--- src/rtl/button_event_ctrl_pkg.sv ---
// Shared types and constants for the button event controller and its per-button FSMs.
package button_pkg;

  typedef enum logic [1:0] {
    EVT_PRESS   = 2'd0,
    EVT_LONG    = 2'd1,
    EVT_REPEAT  = 2'd2,
    EVT_RELEASE = 2'd3
  } evt_type_t;

  typedef enum logic [1:0] {
    IDLE     = 2'd0,
    DB_PRESS = 2'd1,
    HELD     = 2'd2,
    DB_REL   = 2'd3
  } btn_state_t;

  localparam int unsigned MS_PER_SEC    = 1000;
  localparam int unsigned NUM_EVT_TYPES = 4;

  // Counter width able to hold the largest reload value, never narrower than 16 bits.
  function automatic int unsigned cnt_width(int unsigned a, int unsigned b, int unsigned c);
    int unsigned m;
    m = (a > b) ? a : b;
    m = (m > c) ? m : c;
    return ($clog2(m + 1) > 16) ? $clog2(m + 1) : 16;
  endfunction

endpackage

--- src/rtl/button_event_ctrl_if.sv ---
// Event stream between the button controller and its consumer (valid/ready).
interface button_event_ctrl_if
  import button_pkg::*;
#(
  parameter int unsigned BTN_W = 2
) ();
  logic             evt_valid;
  logic             evt_ready;
  logic [BTN_W-1:0] evt_button;
  evt_type_t        evt_type;

  modport master (output evt_valid, output evt_button, output evt_type, input evt_ready);
  modport slave  (input evt_valid, input evt_button, input evt_type, output evt_ready);
endinterface

--- src/rtl/button_event_ctrl_fsm.sv ---
// One button: two-flop synchronizer, debounce/hold FSM and its tick counter.
// LONG/REPEAT generation is built only when BUTTON_REPEAT_EN is defined.
module button_fsm
  import button_pkg::*;
#(
  parameter int unsigned ACTIVE      = 1,
  parameter int unsigned DEBOUNCE_MS = 10,
  parameter int unsigned LONG_MS     = 1000,
  parameter int unsigned REPEAT_MS   = 200
) (
  input  logic                     clk_i,
  input  logic                     rst_i,
  input  logic                     pin_i,
  input  logic                     tick_i,
  output logic                     pressed_o,
  output logic [NUM_EVT_TYPES-1:0] post_o
);

  localparam int unsigned CNT_W   = cnt_width(DEBOUNCE_MS, LONG_MS, REPEAT_MS);
  localparam logic        ACT_LVL = (ACTIVE != 0);

  typedef logic [CNT_W-1:0] cnt_t;
  localparam cnt_t DB_LOAD = cnt_t'(DEBOUNCE_MS);
`ifdef BUTTON_REPEAT_EN
  localparam cnt_t LONG_LOAD = cnt_t'(LONG_MS);
  localparam cnt_t REP_LOAD  = cnt_t'(REPEAT_MS);
`endif

  logic       sync1_q, sync2_q, act, expire;
  btn_state_t state_q, state_d;
  cnt_t       cnt_q, cnt_d;
`ifdef BUTTON_REPEAT_EN
  logic       long_q, long_d;
`endif

  always_ff @(posedge clk_i) begin
    if (rst_i) begin
      sync1_q <= ~ACT_LVL;
      sync2_q <= ~ACT_LVL;
    end else begin
      sync1_q <= pin_i;
      sync2_q <= sync1_q;
    end
  end

  assign act    = (sync2_q == ACT_LVL);
  // cnt_q==1 on a tick is the tick that would take the count to zero.
  assign expire = tick_i && (cnt_q <= cnt_t'(1));

  always_ff @(posedge clk_i) begin
    if (rst_i) begin
      state_q <= IDLE;
      cnt_q   <= '0;
`ifdef BUTTON_REPEAT_EN
      long_q  <= 1'b0;
`endif
    end else begin
      state_q <= state_d;
      cnt_q   <= cnt_d;
`ifdef BUTTON_REPEAT_EN
      long_q  <= long_d;
`endif
    end
  end

  always_comb begin
    state_d = state_q;
    cnt_d   = cnt_q;
    post_o  = '0;
`ifdef BUTTON_REPEAT_EN
    long_d  = long_q;
`endif
    case (state_q)
      IDLE: begin
        if (act) begin
          state_d = DB_PRESS;
          cnt_d   = DB_LOAD;
        end
      end
      DB_PRESS: begin
        if (!act) begin
          state_d = IDLE;
        end else if (expire) begin
          state_d           = HELD;
          post_o[EVT_PRESS] = 1'b1;
`ifdef BUTTON_REPEAT_EN
          cnt_d             = LONG_LOAD;
          long_d            = 1'b0;
`else
          cnt_d             = '0;
`endif
        end else if (tick_i) begin
          cnt_d = cnt_q - cnt_t'(1);
        end
      end
      HELD: begin
        if (!act) begin
          state_d = DB_REL;
          cnt_d   = DB_LOAD;
        end
`ifdef BUTTON_REPEAT_EN
        else if (expire) begin
          post_o[long_q ? EVT_REPEAT : EVT_LONG] = 1'b1;
          long_d = 1'b1;
          cnt_d  = REP_LOAD;
        end else if (tick_i) begin
          cnt_d = cnt_q - cnt_t'(1);
        end
`endif
      end
      DB_REL: begin
        if (act) begin
          state_d = HELD;
`ifdef BUTTON_REPEAT_EN
          cnt_d   = long_q ? REP_LOAD : LONG_LOAD;
`else
          cnt_d   = '0;
`endif
        end else if (expire) begin
          state_d             = IDLE;
          post_o[EVT_RELEASE] = 1'b1;
        end else if (tick_i) begin
          cnt_d = cnt_q - cnt_t'(1);
        end
      end
      default: state_d = IDLE;
    endcase
  end

  assign pressed_o = (state_q == HELD) || (state_q == DB_REL);

endmodule

--- src/rtl/button_event_ctrl.sv ---
// Multi-button controller: shared ms prescaler, per-button FSMs, pending bits and a
// round-robin arbiter onto one valid/ready event stream. BUTTON_REPEAT_EN enables LONG/REPEAT.
module button_event_ctrl
  import button_pkg::*;
#(
  parameter int unsigned NUM_BUTTONS = 4,
  parameter int unsigned ACTIVE      = 1,
  parameter int unsigned CLK_FREQ    = 100000000,
  parameter int unsigned DEBOUNCE_MS = 10,
  parameter int unsigned LONG_MS     = 1000,
  parameter int unsigned REPEAT_MS   = 200
) (
  input  logic                   clk,
  input  logic                   reset,
  input  logic [NUM_BUTTONS-1:0] pin,
  output logic [NUM_BUTTONS-1:0] pressed,
  button_event_ctrl_if.master    evt,
  output logic                   overflow
);

  localparam int unsigned BTN_W    = (NUM_BUTTONS > 1) ? $clog2(NUM_BUTTONS) : 1;
  localparam int unsigned TICK_DIV = CLK_FREQ / MS_PER_SEC;
  localparam int unsigned PRE_W    = (TICK_DIV > 1) ? $clog2(TICK_DIV) : 1;
`ifdef BUTTON_REPEAT_EN
  localparam logic [NUM_EVT_TYPES-1:0] TYPE_MASK = 4'b1111;
`else
  localparam logic [NUM_EVT_TYPES-1:0] TYPE_MASK = 4'b1001;
`endif

  typedef logic [NUM_BUTTONS-1:0][NUM_EVT_TYPES-1:0] pend_t;

  logic [PRE_W-1:0] presc_q, presc_d;
  logic             tick;
  pend_t            post, pend_q, pend_d, gmask;
  logic             load, found, grant;
  logic [BTN_W-1:0] gbtn, gnext, rr_q, rr_d, btn_q, btn_d;
  evt_type_t        gtype, type_q, type_d;
  logic             valid_q, valid_d, ovf_q, ovf_d;

  assign tick    = (presc_q == PRE_W'(TICK_DIV - 1));
  assign presc_d = tick ? '0 : presc_q + PRE_W'(1);

  for (genvar g = 0; g < NUM_BUTTONS; g++) begin : g_btn
    button_fsm #(
      .ACTIVE      (ACTIVE),
      .DEBOUNCE_MS (DEBOUNCE_MS),
      .LONG_MS     (LONG_MS),
      .REPEAT_MS   (REPEAT_MS)
    ) u_fsm (
      .clk_i     (clk),
      .rst_i     (reset),
      .pin_i     (pin[g]),
      .tick_i    (tick),
      .pressed_o (pressed[g]),
      .post_o    (post[g])
    );
  end

  assign load  = !valid_q || evt.evt_ready;
  assign grant = load && found;

  // First button at or after rr_q with anything pending; lowest type wins within it.
  always_comb begin : arb_pick
    int unsigned cand, nxt;
    found = 1'b0;
    gbtn  = '0;
    gnext = '0;
    gtype = EVT_PRESS;
    cand  = 0;
    nxt   = 0;
    for (int unsigned k = 0; k < NUM_BUTTONS; k++) begin
      cand = 32'(rr_q) + k;
      if (cand >= NUM_BUTTONS) cand = cand - NUM_BUTTONS;
      if (!found && (|pend_q[BTN_W'(cand)])) begin
        found = 1'b1;
        gbtn  = BTN_W'(cand);
        nxt   = cand + 1;
        if (nxt >= NUM_BUTTONS) nxt = 0;
        gnext = BTN_W'(nxt);
        for (int unsigned t = 0; t < NUM_EVT_TYPES; t++) begin
          if (pend_q[BTN_W'(cand)][NUM_EVT_TYPES-1-t]) gtype = evt_type_t'(2'(NUM_EVT_TYPES-1-t));
        end
      end
    end
  end

  // Grant clears first and the new post is OR-ed after, so a simultaneous re-post survives.
  always_comb begin
    gmask = '0;
    if (grant) gmask[gbtn][gtype] = 1'b1;
    pend_d = ((pend_q & ~gmask) | post) & {NUM_BUTTONS{TYPE_MASK}};
    ovf_d  = ovf_q | (|(post & pend_q & ~gmask));
  end

  always_comb begin
    valid_d = valid_q;
    btn_d   = btn_q;
    type_d  = type_q;
    rr_d    = rr_q;
    if (load) begin
      valid_d = found;
      if (found) begin
        btn_d  = gbtn;
        type_d = gtype;
        rr_d   = gnext;
      end
    end
  end

  always_ff @(posedge clk) begin
    if (reset) begin
      presc_q <= '0;
      pend_q  <= '0;
      rr_q    <= '0;
      valid_q <= 1'b0;
      btn_q   <= '0;
      type_q  <= EVT_PRESS;
      ovf_q   <= 1'b0;
    end else begin
      presc_q <= presc_d;
      pend_q  <= pend_d;
      rr_q    <= rr_d;
      valid_q <= valid_d;
      btn_q   <= btn_d;
      type_q  <= type_d;
      ovf_q   <= ovf_d;
    end
  end

  assign evt.evt_valid  = valid_q;
  assign evt.evt_button = btn_q;
  assign evt.evt_type   = type_q;
  assign overflow       = ovf_q;

endmodule
--- src/flat_wrapper.sv ---
// flat-port wrapper written by rule: the top's interface ports become plain ports
module button_event_ctrl_flat import button_pkg::*;
#(
  parameter int unsigned NUM_BUTTONS = 4,
  parameter int unsigned ACTIVE      = 1,
  parameter int unsigned CLK_FREQ    = 100000000,
  parameter int unsigned DEBOUNCE_MS = 10,
  parameter int unsigned LONG_MS     = 1000,
  parameter int unsigned REPEAT_MS   = 200
)
  (clk, reset, pin, pressed, overflow, evt_evt_valid, evt_evt_button, evt_evt_type, evt_evt_ready);
  button_event_ctrl_if evt_i ();
  input  logic clk;
  input  logic reset;
  input  logic [NUM_BUTTONS-1:0] pin;
  output logic [NUM_BUTTONS-1:0] pressed;
  output logic overflow;
  output wire logic [$bits(evt_i.evt_valid)-1:0] evt_evt_valid;
  output wire logic [$bits(evt_i.evt_button)-1:0] evt_evt_button;
  output wire logic [$bits(evt_i.evt_type)-1:0] evt_evt_type;
  input wire logic [$bits(evt_i.evt_ready)-1:0] evt_evt_ready;
  assign evt_evt_valid = evt_i.evt_valid;
  assign evt_evt_button = evt_i.evt_button;
  assign evt_evt_type = evt_i.evt_type;
  assign evt_i.evt_ready = evt_evt_ready;
  button_event_ctrl #(.NUM_BUTTONS(NUM_BUTTONS), .ACTIVE(ACTIVE), .CLK_FREQ(CLK_FREQ), .DEBOUNCE_MS(DEBOUNCE_MS), .LONG_MS(LONG_MS), .REPEAT_MS(REPEAT_MS)) u_core (.clk(clk), .reset(reset), .pin(pin), .pressed(pressed), .evt(evt_i), .overflow(overflow));
endmodule
--- config.mk ---
export PLATFORM = sky130hd
export DESIGN_NAME = button_event_ctrl_flat
export DESIGN_NICKNAME = d
export VERILOG_FILES = /design/src/rtl/button_event_ctrl_pkg.sv /design/src/rtl/button_event_ctrl_if.sv /design/src/rtl/button_event_ctrl_fsm.sv /design/src/rtl/button_event_ctrl.sv /design/src/flat_wrapper.sv
export SDC_FILE = /design/constraint.sdc
export NUM_CORES = 1
export LEC_CHECK = 0
export CAP_MARGIN = 20
export CELL_PAD_IN_SITES_DETAIL_PLACEMENT = 0
export CELL_PAD_IN_SITES_GLOBAL_PLACEMENT = 1
export CORE_MARGIN = 5
export CORE_UTILIZATION = 37
export DETAILED_ROUTE_END_ITERATION = 16
export PLACE_DENSITY = 0.69
export SYNTH_ARGS = -nofsm -noshare
export SYNTH_HDL_FRONTEND = slang
export SYNTH_HIERARCHICAL = 1
export SYNTH_SLANG_ARGS = --single-unit
--- constraint.sdc ---
create_clock -name clk -period 4.35 [get_ports clk]
set_input_delay 0.435 -clock clk [delete_from_list [all_inputs] [get_ports clk]]
set_output_delay 0.435 -clock clk [all_outputs]
set_load 0.1 [all_outputs]
After elaboration in Yosys (flattened, before gate mapping). Cells that the tools add are included.

$add $sub $neg: 16. $lt $le $gt $ge: 20. Eq/ne operators: 37. Muxes and demuxes: 133. Bitwise logic cells: 6. Reductions and logical operators: 38.

Operators with widths (number): 2-to-1 mux 16 bit (29); one-hot mux 16 bit (4 select lines) (4); >= comparator 32 x 3 -> 1 bit, second input constant (7); adder 32 x 1 -> 32 bit, second input constant (4); 2-to-1 mux 32 bit (4); 2-to-1 mux 2 bit (56); subtractor 32 x 3 -> 32 bit, second input constant (3); <= comparator 16 x 1 -> 1 bit, second input constant (4); subtractor 16 x 1 -> 16 bit, second input constant (4); AND 16 bit (3); inequality test 3 bit, second input constant (12); binary-select mux 4 bit (select 2 bit) (4); one-hot mux 2 bit (4 select lines) (4); AND reduction 4 bit (8); 2-to-1 mux 1 bit (25); inequality test 2 bit, second input constant (12); 2-to-1 mux 4 bit (5); less-than comparator 2 x 3 -> 1 bit, second input constant (6); adder 17 x 1 -> 17 bit, second input constant (1); equality test 17 bit, second input constant (1); equality test 2 bit, second input constant (8); inverter 16 bit (1); OR 16 bit (1); OR reduction 16 bit (1); other kinds (16) (43).

Bits in registers: 121. Bits of input ports: 7. Output and inout bits: 10.

Longest topological paths before layout.
Depth after elaboration: 35. Depth in mapped cells: 13. Mapped depth without buffers: 12.

By module. Netlist, hierarchy kept.

By module, submodules not included: button_fsm at u_core.g_btn[0].u_fsm ... (instances 3, cells an instance 144, area each 1206.2 um^2); button_event_ctrl (instances 1, cells an instance 234, area each 2013.2 um^2); button_fsm at u_core.g_btn[3].u_fsm (instances 1, cells an instance 140, area each 1287.5 um^2).

Least setup slack after synthesis. OpenSTA, ideal clock, no wires.

Path type: register -> register. Start: reg u_core.presc_q[14]. End: reg u_core.ovf_q, in the netlist u_core/overflow. Library setup time: 0.074 ns. Arrival: 3.337 ns. Data required time: 4.276 ns. Path slack: 0.938 ns. Cell stages (with the launch flop): 13. Path buffers: 0. Period minus slack after synthesis: 3.412 ns. Cell sequence: dfxtp_1 > or4_1 > nor4b_1 > and4_1 > or3b_1 > nor4_4 > nand3_1 > nor2_1 > nand2_1 > and2_1 > a31oi_1 > a32oi_1 > a31oi_1.

RTL lines: from (decl) (RTL line button_event_ctrl.sv:32) `logic [PRE_W-1:0] presc_q, presc_d;`; from (signal assigned) (RTL line button_event_ctrl.sv:120) `presc_q <= presc_d;`; to (signal assigned) (RTL line button_event_ctrl.sv:126) `ovf_q <= ovf_d;`; to (decl) (RTL line button_event_ctrl.sv:38) `logic valid_q, valid_d, ovf_q, ovf_d;`.

==> summary.txt <==
Status
  • Outcome: completed

Global route
  • Vias in the first global route: 5694
  • Met1 usage: 0.205
  • Global Route met3 Usage: 0.0287
  • GRT Max-Usage Layer: met2
  • Met2 GRT Util: 0.251
  • Overflow after GRT: 0
  • All-Layer GR Usage: 0.153
  • First-pass GRT wire length: 27.6 mm
  • Initial antenna violation count: 0
  • Largest net degree at the start of global routing: 30

Route
  • Pre-Repair DR Iteration Count: 5
  • Detailed-route wire length per cell: 15.6 um
  • Drt initial violations: 382
  • Post-Route WL: 16.0 mm
  • Vias per std cell: 5.77
  • Residual DRC: 0
  • Vias: 5893
  • Antenna violation net count after detailed routing: 0

STA
  • Fin Setup TNS: 0 ns
  • # setup viols final: 0
  • Clock skew: 0.00697 ns
  • Hold Violations, Final: 0
  • Minimum clock period after layout: 3.70 ns
  • Least-Margin Pin Slew: 0.979 ns
  • Maximum clock rate: 270 MHz
  • RSZ-0062 raised after global routing: no
  • Relative slew slack: 0.345
  • Worst hold slack: 0.440 ns
  • Period Utilization, post-route: 0.850
  • Max Slew Vio Count: 0

Yosys
  • Mean Syn Cell Area: 8.62 um^2
  • Yosys warns: 6
  • Mapped Cells: 794
  • Netlist Area Pre-Place: 6840 um^2
  • Syn Nets: 814

Place
  • Detailed placement HPWL: 11.4 mm
  • DP Cell Count: 1005
  • PortBufs: 16
  • Placement Cell Area: 7120 um^2
  • Placer Congestion: 0.833

Power and ir drop
  • Peak supply drop: 175 uV
  • Pwr dens: 264 nW/um^2
  • P_leak: 2.60 nW

Critical path
  • CP Capture Type: flip-flop
  • Critical path class: flip-flop to flip-flop
  • Worst EP required: 4.64 ns
  • Startpoint Class: flip-flop
  • CP Max Fanout: 14
  • RR Startpoint: u_core/presc_q[14]
  • FF-to-FF setup slack: 0.65 ns
  • Reg2Reg Depth: 12
  • Critical path arrival: 3.99 ns
  • Reg-to-Reg End: u_core/overflow

Die
  • Chip height: 146 um
  • Die Wd: 146 um
  • IO Pins: 17
  • Starting density of the core: 0.378
  • Core area: 18100 um^2
  • Std cell rows: 49
  • Die Footprint: 21300 um^2

Clock tree
  • CTS tree: done
  • H-tree levels: 3
  • Worst skew pair latency: 0.36 ns
  • Deepest clock path buffer count: 2
  • Post-CTS sizing: 0
  • Clk sinks: 112
  • Clock Pin Slew Worst Setup and Hold Paths: 0.08 ns
  • CTS Buf Count: 9
  • Root buf cell: clkbuf_16
  • Post-CTS Hold Buffers: 0
  • Postcts setup bufs: 0

Final layout
  • Nets: 807
  • Fin util: 0.409
  • Layout cells sized above 1: 0.0909
  • Most frequent cells in the layout: dfxtp_1 (112), nor2_1 (88), a21oi_1 (56), nand2_1 (43), inv_1 (31)
  • Non-filler cells, final: 1021
  • Inserted Diodes: 0
  • Layout area overhead: 7.97%
  • Commonest non-fill, non-tap cell in the layout: dfxtp_1
  • Fill cells: 1787
  • Design area: 7390 um^2

Run
  • Max_cap viols: 0

Worst hold path
  • Worst Hold End: u_core/g_btn[1].u_fsm/act
  • Tightest Hold Check Type: flip-flop to flip-flop
  • Worst Hold Depth: 1
  • Hold Path Origin: u_core/g_btn[1].u_fsm/sync1_q
[layout make-up]
cell class | instances | area, um^2 | area share
clock buffers | 11 | 233 | 0.0315
clock inverters | 5 | 41.3 | 0.00559
inverters | 31 | 116 | 0.0157
multi-input cells | 612 | 4280 | 0.579
flip-flops and latches | 112 | 2240 | 0.303
well taps | 229 | 287 | 0.0388
repair buffers | 21 | 193 | 0.0261
[critical path: stages, from the launching register on]
cell     delay, ns
dfxtp_1       0.34
or4_1         0.53
nor4b_1       0.31
and4_1        0.53
or3b_1        0.45
nor4_4        0.41
nand3_1       0.24
nor2_1        0.20
nand2_1       0.08
and2_1        0.17
a31oi_1       0.14
a32oi_1       0.07
a31oi_1       0.15
[per-layer routing]
layer / wire length, um / vias to the layer above
li1: - / 2942
met1: 7880 / 2849
met2: 7380 / 86
met3: 478 / 16
met4: 219 / 0
met5: 0 / -
[worst max-delay path by stage]
stage / from / endpoint / slack (ns) / cells past startpoint
6_report: u_core/presc_q[14] / u_core/overflow / 0.65 / 12
5_1_grt: u_core/presc_q[12] / u_core/overflow / 0.36 / 12
3_3_place_gp: u_core/presc_q[14] / u_core/overflow / 0.76 / 12
4_1_cts: u_core/presc_q[14] / u_core/overflow / 0.65 / 12
2_1_floorplan: u_core/presc_q[14] / u_core/overflow / 0.94 / 12
3_5_place_dp: u_core/presc_q[14] / u_core/overflow / 0.65 / 12
[state kept, by name (all words and copies together) (netlist names), named ones only]
name	count
u_core/rr_q	2
u_core/g_btn.u_fsm/cnt_q	64
u_core/evt.evt_valid	1
u_core/g_btn.u_fsm/act	4
u_core/g_btn.u_fsm/state_q	4
u_core/presc_q	17
u_core/evt.evt_button	2
u_core/g_btn.u_fsm/sync1_q	4
u_core/overflow	1
u_core/pend_q	8
u_core/evt.evt_type	1
[through the flow]
step,setup WS (ns),total power (W)
final,0.651,0.00195
after global routing,0.360,0.00204
after CTS,0.648,0.00199
after detailed placement,0.651,0.00117
after global placement,0.762,0.00117
after floorplan,0.938,0.00115
[report_power, final]
part | switching [W] | internal [W] | leakage, nW
clock network | 0.000404 | 0.000395 | 0.132
logic | 0.0000621 | 0.0000348 | 1.56
registers | 0.0000163 | 0.00104 | 0.906
total | 0.000482 | 0.00147 | 2.60
No activity file was read; power rests on OpenSTA's default activity.
